**src/rtl/dino_game_sequencer_if.sv**
```systemverilog
// Control/status bundle between the dino game sequencer and its environment.
// master drives the frame tick, button and collision flag; slave is the sequencer.
interface dino_game_sequencer_if;
  logic        frame_tick;
  logic        up;
  logic        collision;
  logic [2:0]  state;
  logic        world_clear;
  logic        spawn;
  logic [3:0]  speed;
  logic [15:0] score;
  logic        jump;

  modport master (
    output frame_tick, up, collision,
    input  state, world_clear, spawn, speed, score, jump
  );

  modport slave (
    input  frame_tick, up, collision,
    output state, world_clear, spawn, speed, score, jump
  );
endinterface

```
**src/rtl/dino_game_sequencer.sv**
```systemverilog
// Dino runner game sequencer: INIT/PLAY/DONE control, scoring, speed ramp and
// LFSR-randomised obstacle spawn scheduling. All outputs are registered.
module dino_game_sequencer #(
  parameter int unsigned FRAMES_PER_POINT = 6,
  parameter int unsigned SPEED_STEP       = 100,
  parameter logic [3:0]  SPEED_MIN        = 4'd2,
  parameter logic [3:0]  SPEED_MAX        = 4'd8,
  parameter logic [7:0]  GAP_MIN          = 8'd40,
  parameter logic [7:0]  GAP_MASK         = 8'h3F,
  parameter int unsigned DONE_HOLD        = 30,
  parameter logic [15:0] LFSR_SEED        = 16'hACE1
) (
  input logic                   clk,
  input logic                   rst,
  dino_game_sequencer_if.slave  bus
);

  localparam int unsigned FDW = (FRAMES_PER_POINT > 1) ? $clog2(FRAMES_PER_POINT) : 1;
  localparam int unsigned SCW = (SPEED_STEP > 1) ? $clog2(SPEED_STEP) : 1;
  localparam int unsigned HDW = (DONE_HOLD > 0) ? $clog2(DONE_HOLD + 1) : 1;

  localparam logic [FDW-1:0] FD_LAST   = FDW'(FRAMES_PER_POINT - 1);
  localparam logic [SCW-1:0] SC_LAST   = SCW'(SPEED_STEP - 1);
  localparam logic [HDW-1:0] HOLD_LOAD = HDW'(DONE_HOLD);

  typedef enum logic [2:0] {
    S_INIT = 3'b001,
    S_PLAY = 3'b010,
    S_DONE = 3'b100
  } state_t;

  state_t         state_q, state_d;
  logic [15:0]    lfsr_q, lfsr_d;
  logic           up_q;
  logic [FDW-1:0] frame_div_q, frame_div_d;
  logic [SCW-1:0] step_q, step_d;
  logic [7:0]     gap_q, gap_d;
  logic [HDW-1:0] hold_q, hold_d;
  logic [15:0]    score_q, score_d;
  logic [3:0]     speed_q, speed_d;
  logic           spawn_q, spawn_d;
  logic           jump_q, jump_d;
  logic           world_clear_q, world_clear_d;
  logic           up_edge;
  logic           clear_game;

  assign up_edge = bus.up & ~up_q;

  always_comb begin
    state_d       = state_q;
    lfsr_d        = {lfsr_q[14:0], lfsr_q[15] ^ lfsr_q[13] ^ lfsr_q[12] ^ lfsr_q[10]};
    frame_div_d   = frame_div_q;
    step_d        = step_q;
    gap_d         = gap_q;
    hold_d        = hold_q;
    score_d       = score_q;
    speed_d       = speed_q;
    spawn_d       = 1'b0;
    jump_d        = 1'b0;
    world_clear_d = 1'b0;
    clear_game    = 1'b0;

    case (state_q)
      S_INIT: begin
        world_clear_d = 1'b1;
        clear_game    = 1'b1;
        if (up_edge) begin
          state_d       = S_PLAY;
          world_clear_d = 1'b0;
        end
      end
      S_PLAY: begin
        if (bus.collision) begin
          state_d = S_DONE;
          hold_d  = HOLD_LOAD;
        end else begin
          jump_d = up_edge;
          if (bus.frame_tick) begin
            if (frame_div_q == FD_LAST) begin
              frame_div_d = '0;
              // step_q tracks score mod SPEED_STEP so no divider is needed
              if (score_q != '1) begin
                score_d = score_q + 16'd1;
                if (step_q == SC_LAST) begin
                  step_d = '0;
                  if (speed_q < SPEED_MAX) speed_d = speed_q + 4'd1;
                end else begin
                  step_d = step_q + 1'b1;
                end
              end
            end else begin
              frame_div_d = frame_div_q + 1'b1;
            end
            if (gap_q != '0) begin
              gap_d = gap_q - 8'd1;
            end else begin
              spawn_d = 1'b1;
              gap_d   = GAP_MIN + (lfsr_q[7:0] & GAP_MASK);
            end
          end
        end
      end
      S_DONE: begin
        if (bus.frame_tick && hold_q != '0) hold_d = hold_q - 1'b1;
        if (up_edge && hold_q == '0) begin
          state_d       = S_INIT;
          world_clear_d = 1'b1;
          clear_game    = 1'b1;
        end
      end
      default: begin
        state_d       = S_INIT;
        world_clear_d = 1'b1;
        clear_game    = 1'b1;
      end
    endcase

    if (clear_game) begin
      frame_div_d = '0;
      step_d      = '0;
      gap_d       = GAP_MIN;
      score_d     = '0;
      speed_d     = SPEED_MIN;
      if (state_d != S_DONE) hold_d = '0;
    end
  end

  always_ff @(posedge clk or posedge rst) begin
    if (rst) begin
      state_q       <= S_INIT;
      lfsr_q        <= LFSR_SEED;
      up_q          <= 1'b0;
      frame_div_q   <= '0;
      step_q        <= '0;
      gap_q         <= GAP_MIN;
      hold_q        <= '0;
      score_q       <= '0;
      speed_q       <= SPEED_MIN;
      spawn_q       <= 1'b0;
      jump_q        <= 1'b0;
      world_clear_q <= 1'b1;
    end else begin
      state_q       <= state_d;
      lfsr_q        <= lfsr_d;
      up_q          <= bus.up;
      frame_div_q   <= frame_div_d;
      step_q        <= step_d;
      gap_q         <= gap_d;
      hold_q        <= hold_d;
      score_q       <= score_d;
      speed_q       <= speed_d;
      spawn_q       <= spawn_d;
      jump_q        <= jump_d;
      world_clear_q <= world_clear_d;
    end
  end

  assign bus.state       = state_q;
  assign bus.world_clear = world_clear_q;
  assign bus.spawn       = spawn_q;
  assign bus.speed       = speed_q;
  assign bus.score       = score_q;
  assign bus.jump        = jump_q;

endmodule

```
**src/flat_wrapper.sv**
```systemverilog
// flat-port wrapper written by rule: the top's interface ports become plain ports
module dino_game_sequencer_flat 
#(
  parameter int unsigned FRAMES_PER_POINT = 6,
  parameter int unsigned SPEED_STEP       = 100,
  parameter logic [3:0]  SPEED_MIN        = 4'd2,
  parameter logic [3:0]  SPEED_MAX        = 4'd8,
  parameter logic [7:0]  GAP_MIN          = 8'd40,
  parameter logic [7:0]  GAP_MASK         = 8'h3F,
  parameter int unsigned DONE_HOLD        = 30,
  parameter logic [15:0] LFSR_SEED        = 16'hACE1
)
  (clk, rst, bus_frame_tick, bus_up, bus_collision, bus_state, bus_world_clear, bus_spawn, bus_speed, bus_score, bus_jump);
  dino_game_sequencer_if bus_i ();
  input logic clk;
  input logic rst;
  input wire logic [$bits(bus_i.frame_tick)-1:0] bus_frame_tick;
  input wire logic [$bits(bus_i.up)-1:0] bus_up;
  input wire logic [$bits(bus_i.collision)-1:0] bus_collision;
  output wire logic [$bits(bus_i.state)-1:0] bus_state;
  output wire logic [$bits(bus_i.world_clear)-1:0] bus_world_clear;
  output wire logic [$bits(bus_i.spawn)-1:0] bus_spawn;
  output wire logic [$bits(bus_i.speed)-1:0] bus_speed;
  output wire logic [$bits(bus_i.score)-1:0] bus_score;
  output wire logic [$bits(bus_i.jump)-1:0] bus_jump;
  assign bus_i.frame_tick = bus_frame_tick;
  assign bus_i.up = bus_up;
  assign bus_i.collision = bus_collision;
  assign bus_state = bus_i.state;
  assign bus_world_clear = bus_i.world_clear;
  assign bus_spawn = bus_i.spawn;
  assign bus_speed = bus_i.speed;
  assign bus_score = bus_i.score;
  assign bus_jump = bus_i.jump;
  dino_game_sequencer #(.FRAMES_PER_POINT(FRAMES_PER_POINT), .SPEED_STEP(SPEED_STEP), .SPEED_MIN(SPEED_MIN), .SPEED_MAX(SPEED_MAX), .GAP_MIN(GAP_MIN), .GAP_MASK(GAP_MASK), .DONE_HOLD(DONE_HOLD), .LFSR_SEED(LFSR_SEED)) u_core (.clk(clk), .rst(rst), .bus(bus_i));
endmodule
```
**config.mk**
```make
export PLATFORM = sky130hd
export DESIGN_NAME = dino_game_sequencer_flat
export DESIGN_NICKNAME = d
export VERILOG_FILES = /design/src/rtl/dino_game_sequencer_if.sv /design/src/rtl/dino_game_sequencer.sv /design/src/flat_wrapper.sv
export SDC_FILE = /design/constraint.sdc
export NUM_CORES = 1
export LEC_CHECK = 0
export BUFFER_PORTS_ARGS = -buffer_cell sky130_fd_sc_hd__buf_2
export CORE_ASPECT_RATIO = 2
export CORE_MARGIN = 4
export CORE_UTILIZATION = 50
export CTS_CLUSTER_SIZE = 10
export DETAILED_ROUTE_END_ITERATION = 10
export GPL_ROUTABILITY_DRIVEN = 0
export GPL_TIMING_DRIVEN = 0
export PLACE_DENSITY_LB_ADDON = 0.12
export SYNTH_ARGS = -nofsm -noshare
export SYNTH_HDL_FRONTEND = slang
export SYNTH_SLANG_ARGS = --single-unit
```
**constraint.sdc**
```tcl
create_clock -name clk -period 7.52 [get_ports clk]
set_input_delay 0.376 -clock clk [delete_from_list [all_inputs] [get_ports clk]]
set_output_delay 0.376 -clock clk [all_outputs]
set_load 0.01 [all_outputs]
```
# [Word level (Yosys, flattened, before mapping)]
# Cells that the tools add are included.
# W data, S select, Z words.
[classes] n_addsub=7 order_cmp=1 n_eq_ne=8 mux=50 n_bitwise=5 reduce_logical=14
[ops] cell="$mux W16" n=6
[ops] cell="$mux W7" n=7
[ops] cell="$mux W8" n=5
[ops] cell="$mux W4" n=8
[ops] cell="$mux W3" n=8
[ops] cell="$mux W5" n=4
[ops] cell="$add A16 B1 Y16 const B" n=1
[ops] cell="$ne A16 B16 Y1 const B" n=1
[ops] cell="$reduce_bool A2 Y1" n=6
[ops] cell="$pmux W5 S2" n=1
[ops] cell="$pmux W3 S3" n=1
[ops] cell="$mux W1" n=8
[ops] cell="$reduce_bool A8 Y1" n=1
[ops] cell="$sub A8 B1 Y8 const B" n=1
[ops] cell="$add A6 B6 Y7 const A" n=1
[ops] cell="$add A7 B1 Y7 const B" n=1
[ops] cell="$eq A7 B7 Y1 const B" n=1
[ops] cell="$reduce_and A7 Y1" n=1
[ops] cell="$eq A3 B3 Y1 const B" n=2
[ops] cell="$logic_not A5 Y1" n=1
[ops] cell="$reduce_and A5 Y1" n=1
[ops] cell="$reduce_bool A5 Y1" n=1
[ops] cell="$sub A5 B1 Y5 const B" n=1
[ops] cell="$add A4 B1 Y4 const B" n=1
[ops] cell="13 further kinds" n=16
[word_totals] reg_bits=66 input_bits=5 output_inout_bits=26 elab_cells=97

# [Logic depth before layout (Yosys ltp)]
# Gate-level depths: netlist of run 1.
[logic_depth] ltp_word=9 ltp_mapped=8 ltp_nobuf=7

# [Least setup slack after synthesis of run 1]
# No wires, ideal clock.
[synth_path] kind="reg-to-reg" start="reg u_core.state_q[2], in the netlist u_core.bus.state[2]" end="reg u_core.speed_q[2], in the netlist u_core.bus.speed[2]" setup_ps=78 t_arrival_ps=2415 required_ps=7442 slack_ps=5027 path_stages_with_launch=8 path_buffers=2 synth_period_minus_slack_ps=2493 cell_sequence="dfrtp_1 -> buf_6 -> or3b_4 -> or4_4 -> buf_6 -> or4_1 -> or3_1 -> a21oi_1"
[synth_via] elab_chain_len=4 word_cells_on_any_way=12 cone_classes="eq/ne: 3; mux: 2; reduce/logical: 7"
[synth_rtl] element="start, declared" line="dino_game_sequencer.sv:32" text="state_t state_q, state_d;"
[synth_rtl] element="start signal, assigned" line="dino_game_sequencer.sv:143" text="state_q <= state_d;"
[synth_rtl] element="$eq A3 B3 Y1 / $eq A3 B2 Y1 (equally long branches)" line="dino_game_sequencer.sv:63" text="case (state_q)"
[synth_rtl] element="$pmux W1 S2" line="dino_game_sequencer.sv:63"
[synth_rtl] element="$ne A2 B1 Y1 (no line) / $reduce_bool A2 Y1 (equally long branches)"
[synth_rtl] element="$reduce_and A7 Y1 (no line)"
[synth_rtl] element="end signal, assigned" line="dino_game_sequencer.sv:151" text="speed_q <= speed_d;"
[synth_rtl] element="end, declared" line="dino_game_sequencer.sv:40" text="logic [3:0] speed_q, speed_d;"
# Parallel ways exist; a longest one is shown, timed or not.
# A chain may end at the register's enable or synchronous reset.

# [Worst setup path in the final report of run 1]
# Ends and elaborated chain as after synthesis.

==> insert_results.sql, run 1 <==
INSERT INTO impl_metrics (metric_group, metric, value, unit) VALUES
('status', 'result_of_the_run', 'completed', ''),
('timing', 'rsz0062_at_grt', 'false', ''),
('logic_synthesis', 'synth_cell_types', '49', ''),
('clocking', 'number_of_buffers_inserted_during_clock_tree_synthesis', '9', ''),
('cells_and_area', 'post_layout_net_count', '372', ''),
('floorplanning', 'initial_utilization', '52.3', '%'),
('cells_and_area', 'fin_cells', '449', ''),
('logic_synthesis', 'synth.cell_area', '3160', 'sq um'),
('route', 'drt-wirelength-per-cell', '15.5', 'microns'),
('timing', 'fin_crit', '2.58', 'ns'),
('floorplanning', 'die_w', '64.3', 'microns'),
('clocking', 'cts_hold_repair.buffers', '0', ''),
('clocking', 'cts-root-buf', 'clkbuf_16', ''),
('grt', 'first_global_vias', '2601', ''),
('clocking', 'clock_tree.buffer_depth', '2', ''),
('worst_setup_path', 'worst_setup_path_start_kind', 'register', ''),
('logic_synthesis', 'synth_seq_area_share', '52.7', '%'),
('pwr', 'p_leak', '1.56', 'nW'),
('timing', 'worst_slew_margin_rel', '36.5', '%'),
('timing', 'finalSetupViolCount', '0', ''),
('pwr', 'power.sequential.fraction', '42.6', '%'),
('logic_synthesis', 'synth.top_cell.area_share', '41.9', '%'),
('clocking', 'cts_tree', 'yes', ''),
('logic_synthesis', 'synth_top_flop_cell', 'dfrtp_1', ''),
('logic_synthesis', 'mappedNetlistNets', '329', ''),
('worst_setup_path', 'rr_worst_depth', '7', ''),
('grt', 'antenna_found_initial', '0', ''),
('timing', 'fin_worst_skew', '0.00723', 'ns'),
('cells_and_area', 'area_growth', '18.5', '%'),
('logic_synthesis', 'ys_async_sr_fraction', '100', '%'),
('grt', 'grt_start_max_net_pins', '37', ''),
('worst_setup_path', 'required', '7.77', 'ns'),
('cells_and_area', 'stdcell_area', '3750', 'sq um'),
('worst_setup_path', 'timing.critical_path.arrival', '2.83', 'ns'),
('pwr', 'power.density_cell_area', '233', 'nW/um^2'),
('cells_and_area', 'finish.utilization', '61.9', '%'),
('floorplanning', 'core_area', '6060', 'sq um'),
('cells_and_area', 'final_layout_size_suffix_gt1_share', '19.5', '%'),
('logic_synthesis', 'number_of_enable_flip_flop_cells_after_synthesis', '0', ''),
('logic_synthesis', 'synth.top_cells.by_area', 'dfrtp_1 42%, dfstp_2 11%, nor2_1 5.0%', ''),
('logic_synthesis', 'postSynthRegisterBits', '66', ''),
('route', 'drtPass1Iterations', '4', ''),
('timing', 'final_hold_viol_count', '0', ''),
('cells_and_area', 'fillers', '500', ''),
('clocking', 'cts_resized', '0', ''),
('timing', 'max_slew_violation_count', '0', ''),
('logic_synthesis', 'post_synth_inst_count', '317', ''),
('grt', 'grt_pass1_wl', '12000', 'microns'),
('route', 'finalWirelength', '6950', 'microns'),
('timing', 'period_share', '34.3', '%'),
('worst_setup_path', 'crit_path_max_fanout', '10', ''),
('placement', 'numPortBuffers', '30', ''),
('logic_synthesis', 'post-synth-top-area-cell', 'dfrtp_1', ''),
('cells_and_area', 'final_common_cell', 'dfrtp_1', ''),
('grt', 'grt_remaining_overflow', '0', ''),
('clocking', 'post-cts-setup-buffers', '0', ''),
('pwr', 'power', '0.000875', 'W'),
('worst_setup_path', 'timing_worst_setup_path_type', 'register to register', ''),
('worst_setup_path', 'crit_path_end_kind', 'register', ''),
('pwr', 'power.share.combinational', '9.9', '%'),
('pwr', 'p_switching', '0.000206', 'W'),
('flow_run', 'maxCapViolations', '0', ''),
('clocking', 'htree_depth', '3', ''),
('cells_and_area', 'ff_latch_area', '1670', 'sq um'),
('pwr', 'power.share.switching', '23.5', '%'),
('clocking', 'clkTransAtPathRegs', '0.05', 'ns'),
('logic_synthesis', 'avgSynthCellArea', '9.98', 'sq um'),
('timing', 'finalSetupTns', '0', 'ns'),
('clocking', 'tritoncts_num_sinks', '66', ''),
('route', 'ant_nets', '0', ''),
('placement', 'detailed_place.area', '3450', 'sq um');
## metal layers
layer  routed length, microns  global-route usage [%]
met5                        0                       0
met1                     2650                    20.4
met2                     3840                    36.8
met4                      178                    9.80
met3                      275                    6.04
## synth_stat cells (4+ instances only)
cell type,instances
nand4_1,6
xnor2_1,18
nor3_1,13
ha_1,7
mux2i_1,4
dfstp_2,13
clkbuf_1,7
nor3b_1,5
nor2_1,42
dfrtp_1,53
a311oi_1,4
o21ai_0,16
nand2_1,26
nand3_1,18
a21oi_1,14
nor4_1,8
inv_1,6
## registers in the layout, indices dropped and copies added (netlist names)
name	cells
u_core.up_q	1
u_core.bus.jump	1
u_core.bus.spawn	1
u_core.gap_q	8
u_core.step_q	7
u_core.frame_div_q	3
u_core.bus.world_clear	1
u_core.hold_q	5
u_core.lfsr_q	16
u_core.bus.score	16
u_core.bus.state	3
u_core.bus.speed	4
## power groups by stage
| stage | registers, W | clock network (W) | logic [W] |
|---|---|---|---|
| 2_1_floorplan | 0.000381 | 0 | 0.0000530 |
| 3_3_place_gp | 0.000378 | 0 | 0.0000832 |
| 3_5_place_dp | 0.000379 | 0 | 0.0000879 |
| 4_1_cts | 0.000373 | 0.000426 | 0.0000884 |
| 5_1_grt | 0.000374 | 0.000443 | 0.0000979 |
| 6_report | 0.000373 | 0.000416 | 0.0000867 |
## cells by family (layout without fill, tap and decap cells)
logic type | after synthesis | in the layout | synth area share [%]
muxes | 4 | 4 | 1.27
and+or+nand+nor | 151 | 151 | 25.0
DFF | 66 | 66 | 52.7
buffers and inverters | 18 | 66 | 2.69
AOI/OAI and AO/OA | 50 | 50 | 9.77
xor gates and xnor gates | 21 | 21 | 5.81
adders and majority gates | 7 | 7 | 2.77
## worst max-delay path, cell delays in order (launching register included)
cell and delay, ns:
dfrtp_1 0.38, buf_6 0.14, or3b_4 0.40, or4_4 0.54
buf_6 0.16, or4_1 0.41, or3_1 0.32, a21oi_1 0.14
## per-stage QoR
stage,worst slack [ns],hold WS (ns)
6_report,4.94,0.131
5_1_grt,4.79,0.171
4_1_cts,4.88,0.149
3_5_place_dp,4.89,0.341
3_3_place_gp,4.75,0.343
2_1_floorplan,5.03,0.331
## path summary, 6_finish.rpt
check                                                   end                     startpoint  slack [ns]
min reg2reg                     u_core.lfsr_q[15]$_DFF_PP1_    u_core.lfsr_q[14]$_DFF_PP0_        0.36
min                         u_core.bus.speed[2]$_DFFE_PP0P_                            rst        0.13
max reg2reg                 u_core.bus.speed[2]$_DFFE_PP0P_  u_core.bus.state[2]$_DFF_PP0_        4.94
max in group asynchronous  u_core.bus.world_clear$_DFF_PP1_                            rst        6.70
max                         u_core.bus.speed[2]$_DFFE_PP0P_  u_core.bus.state[2]$_DFF_PP0_        4.94
min in group clk                      u_core.up_q$_DFF_PP0_                         bus_up        0.17
## final cells by class
type	instances	share of cell area, %
Clock buffer	14	7.04
Timing Repair Buffer	32	4.67
Tap cell	84	2.80
Multi-Input combinational cell	233	37.8
Buffer	12	1.67
Inverter	6	0.601
Clock inverter	2	0.934
Sequential cell	66	44.5
(Power assumes the default switching activity.)
==> run 2, diff against run 1 <==
Settings changed: ABC_AREA set to 1.
Clock period 7.52 ns to 2.7 ns, I/O delays scaled along.
==> run 2 against run 1 <==
Against the previous run:
- the flow now finishes with violations (hold timing)
- highest routed layer unchanged
- power rose to 3.4 times the previous value
- worst setup slack worse by 4.3 ns
- sequential power rose to 2.9 times the previous value
- largest cell class unchanged
- sequential share of layout area shrank 5.0 points
- maximum frequency up 24%
- via count is 22% higher
==> insert_results.sql, run 2 <==
INSERT INTO impl_metrics (metric_group, metric, value, unit) VALUES
('status', 'result_of_the_run', 'finished, violations left', ''),
('status', 'violations', 'hold timing', ''),
('pwr', 'power.density_cell_area', '697', 'nW/um^2'),
('clocking', 'clock_tree.buffer_depth', '2', ''),
('timing', 'period_share', '77.3', '%'),
('placement', 'detailed_place.area', '3870', 'sq um'),
('worst_setup_path', 'crit_path_end_kind', 'register', ''),
('worst_setup_path', 'rr_worst_depth', '11', ''),
('clocking', 'htree_depth', '3', ''),
('logic_synthesis', 'number_of_enable_flip_flop_cells_after_synthesis', '0', ''),
('grt', 'grt_start_max_net_pins', '40', ''),
('clocking', 'cts_hold_repair.buffers', '1', ''),
('pwr', 'cellInternalPower', '0.00214', 'W'),
('cells_and_area', 'layout.cells.most_common_list', '122 x nand2_1, 57 x nand3_1, 54 x nor2_1', ''),
('logic_synthesis', 'synth_commonest_cells', '122 x nand2_1, 57 x nand3_1, 54 x nor2_1, 53 x dfrtp_1, 44 x inv_1', ''),
('cells_and_area', 'stdcell_area', '4220', 'sq um'),
('clocking', 'tritoncts_num_sinks', '66', ''),
('pwr', 'power.sequential.fraction', '37.5', '%'),
('logic_synthesis', 'synth_cell_types', '33', ''),
('logic_synthesis', 'post-synth-top-area-cell', 'dfrtp_1', ''),
('timing', 'fin_worst_skew', '0.00757', 'ns'),
('floorplanning', 'initial_utilization', '51.7', '%'),
('pwr', 'p_leak', '2.15', 'nW'),
('route', 'drt-wirelength-per-cell', '14.0', 'microns'),
('logic_synthesis', 'yosysMostFrequentCell', 'nand2_1', ''),
('route', 'ant_nets', '0', ''),
('pwr', 'p_switching', '0.000801', 'W'),
('grt', 'grt_util_all_layers', '21.5', '%'),
('logic_synthesis', 'yosysWarningCount', '0', ''),
('route', 'wl_met3', '308', 'microns'),
('pwr', 'power.share.switching', '27.2', '%'),
('timing', 'max_slew_violation_count', '0', ''),
('timing', 'max_clock_freq', '479', 'MHz'),
('cells_and_area', 'count_of_antenna_diodes_in_the_layout', '0', ''),
('route', 'met1Wirelength', '2990', 'microns'),
('worst_setup_path', 'r2r_start', 'u_core.bus.score[0]$_DFFE_PP0P_', ''),
('timing', 'rsz0062_at_grt', 'false', ''),
('route', 'routed-via-count', '3044', ''),
('logic_synthesis', 'synth_seq_area_share', '46.5', '%'),
('timing', 'worst_slew_margin_rel', '43.1', '%'),
('timing', 'fin_crit', '2.09', 'ns'),
('floorplanning', 'die_height', '128', 'microns'),
('route', 'detailedRoute.firstIterationViolations', '202', ''),
('grt', 'antenna_found_initial', '0', ''),
('worst_setup_path', 'required', '2.93', 'ns'),
('route', 'finalWirelength', '8190', 'microns'),
('timing', 'timing_worst_slew_pin_value', '0.852', 'ns'),
('floorplanning', 'die_area', '8680', 'sq um'),
('grt', 'first_global_vias', '3102', ''),
('logic_synthesis', 'postSynthRegisterBits', '66', ''),
('pwr', 'power.share.combinational', '16.9', '%'),
('clocking', 'worstSkewPairLatency', '0.34', 'ns'),
('cells_and_area', 'final_layout_size_suffix_gt1_share', '17.7', '%'),
('floorplanning', 'floorplan.io_pins', '31', ''),
('logic_synthesis', 'mappedNetlistNets', '461', ''),
('logic_synthesis', 'post_synth_inst_count', '449', ''),
('cells_and_area', 'final_common_cell', 'nand2_1', ''),
('pwr', 'power.ir.vdd_worst', '0.566', 'mV'),
('logic_synthesis', 'synth_top_flop_cell', 'dfrtp_1', ''),
('timing', 'final_hold_slack', '-0.0276', 'ns'),
('worst_setup_path', 'r2r_end', 'u_core.bus.score[10]$_DFFE_PP0P_', ''),
('cells_and_area', 'post_layout_net_count', '504', ''),
('cells_and_area', 'multiInputGateArea', '1620', 'sq um'),
('route', 'residual_drc_count', '0', ''),
('worst_setup_path', 'crit_path_max_fanout', '10', ''),
('placement', 'detailedPlacementHpwl', '6030', 'microns'),
('worst_setup_path', 'timing.critical_path.arrival', '2.31', 'ns'),
('pwr', 'clock_power_share', '45.7', '%'),
('grt', 'grt_pass1_wl', '13900', 'microns'),
('grt', 'grt_remaining_overflow', '0', ''),
('clocking', 'cts-root-buf', 'clkbuf_16', ''),
('flow_run', 'maxCapViolations', '0', ''),
('logic_synthesis', 'avgSynthCellArea', '7.99', 'sq um'),
('clocking', 'post-cts-setup-buffers', '0', ''),
('timing', 'final_hold_viol_count', '33', ''),
('placement', 'numPortBuffers', '30', ''),
('logic_synthesis', 'synth.top_cell.area_share', '37.0', '%'),
('cells_and_area', 'ff_latch_area', '1670', 'sq um'),
('route', 'top_layer', 'met4', ''),
('clocking', 'cts_tree', 'yes', ''),
('floorplanning', 'rows', '43', ''),
('timing', 'finalSetupViolCount', '0', ''),
('logic_synthesis', 'synth.top_cells.by_area', 'dfrtp_1 37%, nand2_1 13%, dfstp_2 9.5%', ''),
('clocking', 'clkTransAtPathRegs', '0.06', 'ns'),
('cells_and_area', 'area_growth', '17.7', '%'),
('floorplanning', 'core_area', '6940', 'sq um'),
('route', 'met2_wirelength', '4570', 'microns'),
('worst_setup_path', 'worst_setup_path_start_kind', 'register', ''),
('clocking', 'number_of_buffers_inserted_during_clock_tree_synthesis', '9', ''),
('floorplanning', 'die_w', '67.9', 'microns'),
('route', 'drtPass1Iterations', '4', ''),
('route', 'route.detailed.vias_per_inst', '5.19', ''),
('worst_hold_path', 'timing.hold.worst.class', 'input port to asynchronous set/reset pin', ''),
('timing', 'finalSetupTns', '0', 'ns'),
('cells_and_area', 'fillers', '640', ''),
('worst_setup_path', 'reg2reg_slack', '0.61', 'ns'),
('worst_setup_path', 'timing_worst_setup_path_type', 'register to register', ''),
('logic_synthesis', 'synth.cell_area', '3590', 'sq um'),
('logic_synthesis', 'ys_async_sr_fraction', '100', '%'),
('clocking', 'cts_resized', '0', '');
[run 2: changes by cell type after synthesis, moves of 11 or more]
cell,change
nand2_1,+96
nand3_1,+39
inv_1,+38
nor2_1,+12
nand3b_1,+11
xnor2_1,-11
[run 2: layout make-up]
type | count | share of cell area (%)
timing repair buffer | 32 | 4.27
buffer | 12 | 2.61
clock buffer | 10 | 5.66
sequential | 66 | 39.5
clock inverter | 5 | 2.43
tap | 90 | 2.67
inverter | 49 | 4.44
multi-input combinational | 322 | 38.4
[run 2: kinds of logic after synthesis]
group / count (synthesis) / synth area share [%]
flops: 66 / 46.5
xor+xnor: 17 / 4.15
fa+ha+maj: 7 / 2.44
buf+inv: 61 / 8.30
compound gates: 27 / 4.29
simple gates: 271 / 34.3
[run 2: per-stage QoR]
step	hold WS, ns	power [W]	setup slack [ns]	util [%]	cells
finish	-0.0276	0.00294	0.614	60.8	586
global route	0.0477	0.00308	0.444	60.8	586
CTS	0.00349	0.00297	0.607	60.8	586
detailed placement	0.276	0.00162	0.615	55.8	570
global placement	0.272	0.00161	0.0718	55.5	569
floorplan	0.166	0.00146	0.932	-	449
[run 2: critical path, stage by stage (launching register included)]
cell      delay (ns)
dfrtp_1         0.52
ha_1            0.31
inv_1           0.07
nor2_2          0.20
nand2_1         0.14
nor2_1          0.12
nand2_1         0.13
nand2_4         0.15
inv_4           0.06
buf_6           0.14
nand3b_1        0.08
nand2_1         0.06
[run 2: worst max path at each step]
stage	slack (ns)	end	cells past startpoint	start
floorplan	0.93	u_core.bus.jump$_DFF_PP0_	1	rst
global placement	0.07	u_core.step_q[6]$_DFFE_PP0P_	2	rst
detailed placement	0.62	u_core.bus.score[10]$_DFFE_PP0P_	11	u_core.bus.score[0]$_DFFE_PP0P_
CTS	0.61	u_core.bus.score[3]$_DFFE_PP0P_	11	u_core.bus.score[0]$_DFFE_PP0P_
global route	0.44	u_core.bus.score[5]$_DFFE_PP0P_	10	u_core.bus.score[0]$_DFFE_PP0P_
finish	0.61	u_core.bus.score[10]$_DFFE_PP0P_	11	u_core.bus.score[0]$_DFFE_PP0P_
[run 2: power groups by stage]
stage                     clock [W]  sequential (W)  combinational (W)
final                       0.00134         0.00110           0.000496
after CTS                   0.00137         0.00110           0.000503
after floorplan                   0         0.00113           0.000330
after detailed placement          0         0.00112           0.000500
after global placement            0         0.00112           0.000493
after global routing        0.00141         0.00111           0.000553
[run 2: routing by layer]
metal	up-vias	track usage, %
met4	0	13.6
li1	1523	-
met2	75	38.9
met5	-	0
met3	21	3.86
met1	1425	21.4
==> run 3, diff against run 2 <==
Settings changed: ABC_AREA 1 to 0.
Clock period 2.7 ns to 1.8 ns, I/O delays scaled along.
==> run 3 against run 2 <==
Against the previous run:
- the flow finishes with violations (setup timing)
- sequential share of layout area down 3.8 points
- routed wire length up 2.1%
- core utilization up 17 points
- clock skew down 0.0015 ns
- cell area up 11%
- highest routed layer unchanged
==> insert_results.sql, run 3 (synthesis gave the netlist of run 1 again) <==
INSERT INTO impl_metrics (metric_group, metric, value, unit) VALUES
('cells_and_area', 'multiInputGateArea', '1850', 'sq um'),
('timing', 'timing_worst_slew_pin_value', '0.640', 'ns'),
('pwr', 'power.share.combinational', '15.0', '%'),
('placement', 'detailed_place.area', '3510', 'sq um'),
('pwr', 'power.density_cell_area', '882', 'nW/um^2'),
('pwr', 'clock_power_share', '47.0', '%'),
('timing', 'worst_slack', '-0.575', 'ns'),
('route', 'residual_drc_count', '0', ''),
('grt', 'grt_pass1_wl', '13400', 'microns'),
('route', 'ant_nets', '0', ''),
('timing', 'rsz0062_at_grt', 'true', ''),
('cells_and_area', 'final_layout_size_suffix_gt1_share', '44.6', '%'),
('flow_run', 'maxCapViolations', '0', ''),
('cells_and_area', 'area_growth', '48.1', '%'),
('worst_setup_path', 'worst-path-buf-inv', '1', ''),
('grt', 'antenna_found_initial', '0', ''),
('route', 'drt-wirelength-per-cell', '17.0', 'microns'),
('floorplanning', 'core_area', '6060', 'sq um'),
('grt', 'grt_util_all_layers', '22.4', '%'),
('worst_setup_path', 'crit_slowest_cell', 'dfrtp_2', ''),
('pwr', 'power.ir.vdd_worst', '0.682', 'mV'),
('timing', 'final_hold_viol_count', '0', ''),
('floorplanning', 'die_w', '64.3', 'microns'),
('cells_and_area', 'finish.utilization', '77.4', '%'),
('timing', 'finalSetupViolCount', '32', ''),
('pwr', 'p_switching', '0.000986', 'W'),
('grt', 'first_global_vias', '2807', ''),
('timing', 'finalSetupTns', '-12.91', 'ns'),
('cells_and_area', 'layout.cells.most_common_list', '48 x dfrtp_1, 36 x nor2_1, 30 x buf_2', ''),
('placement', 'numPortBuffers', '30', ''),
('timing', 'fin_crit', '2.38', 'ns'),
('cells_and_area', 'post_layout_net_count', '415', ''),
('grt', 'grt_start_max_net_pins', '45', ''),
('clocking', 'clkTransAtPathRegs', '0.06', 'ns'),
('timing', 'max_slew_violation_count', '0', ''),
('worst_setup_path', 'timing.critical_path.arrival', '2.63', 'ns'),
('floorplanning', 'rows', '40', ''),
('route', 'finalWirelength', '8370', 'microns'),
('clocking', 'cts_tree', 'yes', ''),
('worst_setup_path', 'reg2reg_slack', '-0.58', 'ns'),
('timing', 'worst_slew_margin_rel', '56.9', '%'),
('timing', 'fin_worst_skew', '0.00604', 'ns'),
('worst_hold_path', 'worst_hold_path.num_cells', '2', ''),
('pwr', 'power.sequential.fraction', '37.9', '%'),
('grt', 'grt_remaining_overflow', '0', ''),
('clocking', 'clock_tree.buffer_depth', '2', ''),
('route', 'route.detailed.vias_per_inst', '5.67', ''),
('worst_setup_path', 'crit_path_end_kind', 'register', ''),
('status', 'result_of_the_run', 'finished, violations left', ''),
('pwr', 'power.share.switching', '23.9', '%'),
('clocking', 'tritoncts_num_sinks', '66', ''),
('floorplanning', 'initial_utilization', '52.3', '%'),
('clocking', 'htree_depth', '3', ''),
('placement', 'preCtsSetupSlack', '-0.878', 'ns'),
('clocking', 'cts-root-buf', 'clkbuf_16', ''),
('worst_setup_path', 'r2r_end', 'u_core.bus.speed[2]$_DFFE_PP0P_', ''),
('worst_setup_path', 'timing_worst_setup_path_type', 'register to register', ''),
('clocking', 'worstSkewPairLatency', '0.33', 'ns'),
('pwr', 'p_leak', '1.94', 'nW'),
('worst_setup_path', 'crit_path_max_fanout', '5', ''),
('floorplanning', 'floorplan.io_pins', '31', ''),
('floorplanning', 'die_height', '121', 'microns'),
('cells_and_area', 'final_common_cell', 'dfrtp_1', ''),
('cells_and_area', 'fillers', '401', ''),
('worst_setup_path', 'worst_path_largest_cell_delay', '0.44', 'ns'),
('route', 'routed-via-count', '2791', ''),
('placement', 'detailedPlacementHpwl', '5000', 'microns'),
('worst_hold_path', 'timing.hold.worst.class', 'input port to register', ''),
('worst_setup_path', 'critical_path.startpoint', 'u_core.bus.state[2]$_DFF_PP0_', ''),
('cells_and_area', 'count_of_antenna_diodes_in_the_layout', '0', ''),
('worst_setup_path', 'crit_path_cells', 'or3b_4 -> or4_4 -> buf_8 -> or4_4 -> or3_4 -> a21oi_2', ''),
('worst_setup_path', 'required', '2.06', 'ns'),
('route', 'detailedRoute.firstIterationViolations', '82', ''),
('timing', 'max_clock_freq', '421', 'MHz'),
('status', 'violations', 'setup timing', ''),
('clocking', 'number_of_buffers_inserted_during_clock_tree_synthesis', '9', ''),
('worst_setup_path', 'rr_worst_depth', '6', ''),
('worst_setup_path', 'critical_path.top_delay_family', 'simple AND/OR/NAND/NOR gates', ''),
('worst_setup_path', 'r2r_start', 'u_core.bus.state[2]$_DFF_PP0_', ''),
('cells_and_area', 'ff_latch_area', '1670', 'sq um'),
('worst_hold_path', 'hold_start', 'bus_collision', ''),
('route', 'drtPass1Iterations', '4', ''),
('timing', 'period_share', '132', '%'),
('pwr', 'cellInternalPower', '0.00315', 'W'),
('floorplanning', 'die_area', '7740', 'sq um'),
('cells_and_area', 'stdcell_area', '4690', 'sq um'),
('worst_hold_path', 'holdPathEnd', 'u_core.bus.jump$_DFF_PP0_', ''),
('worst_setup_path', 'worst_setup_path_start_kind', 'register', ''),
('worst_setup_path', 'worst_path_most_repeated_cell', 'or4_4', '');
run 3: cell types whose count changed in the layout (fill, tap and decap cells not counted), sizes merged, moves of 8 or more:
cell,change
nand2,-99
nand3,-40
a21oi,+8
nor4,+8
inv,-42
xnor2,+11
buf,+37
nor2,-16
nand3b,-11
run 3: final cells by class:
type                            instances  share of cell area (%)
Clock buffer                           12                    5.69
Buffer                                  7                    1.44
Multi-Input combinational cell        233                    39.4
Timing Repair Buffer                   80                    13.5
Tap cell                               84                    2.24
Inverter                                6                   0.481
Clock inverter                          4                    1.55
Sequential cell                        66                    35.7
run 3: stage by stage:
step	power, W	hold slack, ns	cells
floorplan	0.00183	0.121	317
global placement	0.00194	0.223	431
detailed placement	0.00196	0.158	432
CTS	0.00405	0.0242	480
global route	0.00428	0.0621	492
finish	0.00413	0.0616	492
run 3: routing by layer:
metal / up-vias / wire (microns) / GRT usage (%)
met5: - / 0 / 0
met4: 0 / 276 / 11.5
li1: 1314 / - / -
met1: 1389 / 3230 / 25.3
met2: 64 / 4590 / 38.2
met3: 24 / 275 / 5.86
run 3: what timing repair did:
item                       CTS  global route
setup endpoints to repair   44            45
buffers inserted            31            17
pin swaps                   35            27
hold buffers                 2             0
gates cloned                 1             0
gates resized for setup     70            47
hold endpoints to repair    21             0
run 3: power by group through the flow:
stage	Sequential, W	Clock, W	Combinational [W]
CTS	0.00156	0.00197	0.000512
finish	0.00157	0.00194	0.000621
global placement	0.00158	0	0.000355
detailed placement	0.00158	0	0.000374
global route	0.00157	0.00204	0.000663
floorplan	0.00160	0	0.000233
run 3: worst max-delay path by stage:
stage | endpoint | slack (ns) | depth (start not counted)
6_report | u_core.bus.speed[2]$_DFFE_PP0P_ | -0.58 | 6
4_1_cts | u_core.bus.speed[2]$_DFFE_PP0P_ | -0.64 | 7
3_3_place_gp | u_core.step_q[3]$_DFFE_PP0P_ | -0.85 | 7
3_5_place_dp | u_core.step_q[3]$_DFFE_PP0P_ | -0.88 | 7
5_1_grt | u_core.bus.speed[2]$_DFFE_PP0P_ | -0.63 | 6
2_1_floorplan | u_core.bus.speed[2]$_DFFE_PP0P_ | -0.69 | 7
run 3: worst register-to-register path, delay by kind of cell (launching register included):
family                 cells  cell delay (ns)
AND/OR/NAND/NOR            4             1.61
buffers and inverters      1             0.14
flip-flops                 1             0.44
AO/OA/AOI/OAI              1             0.12
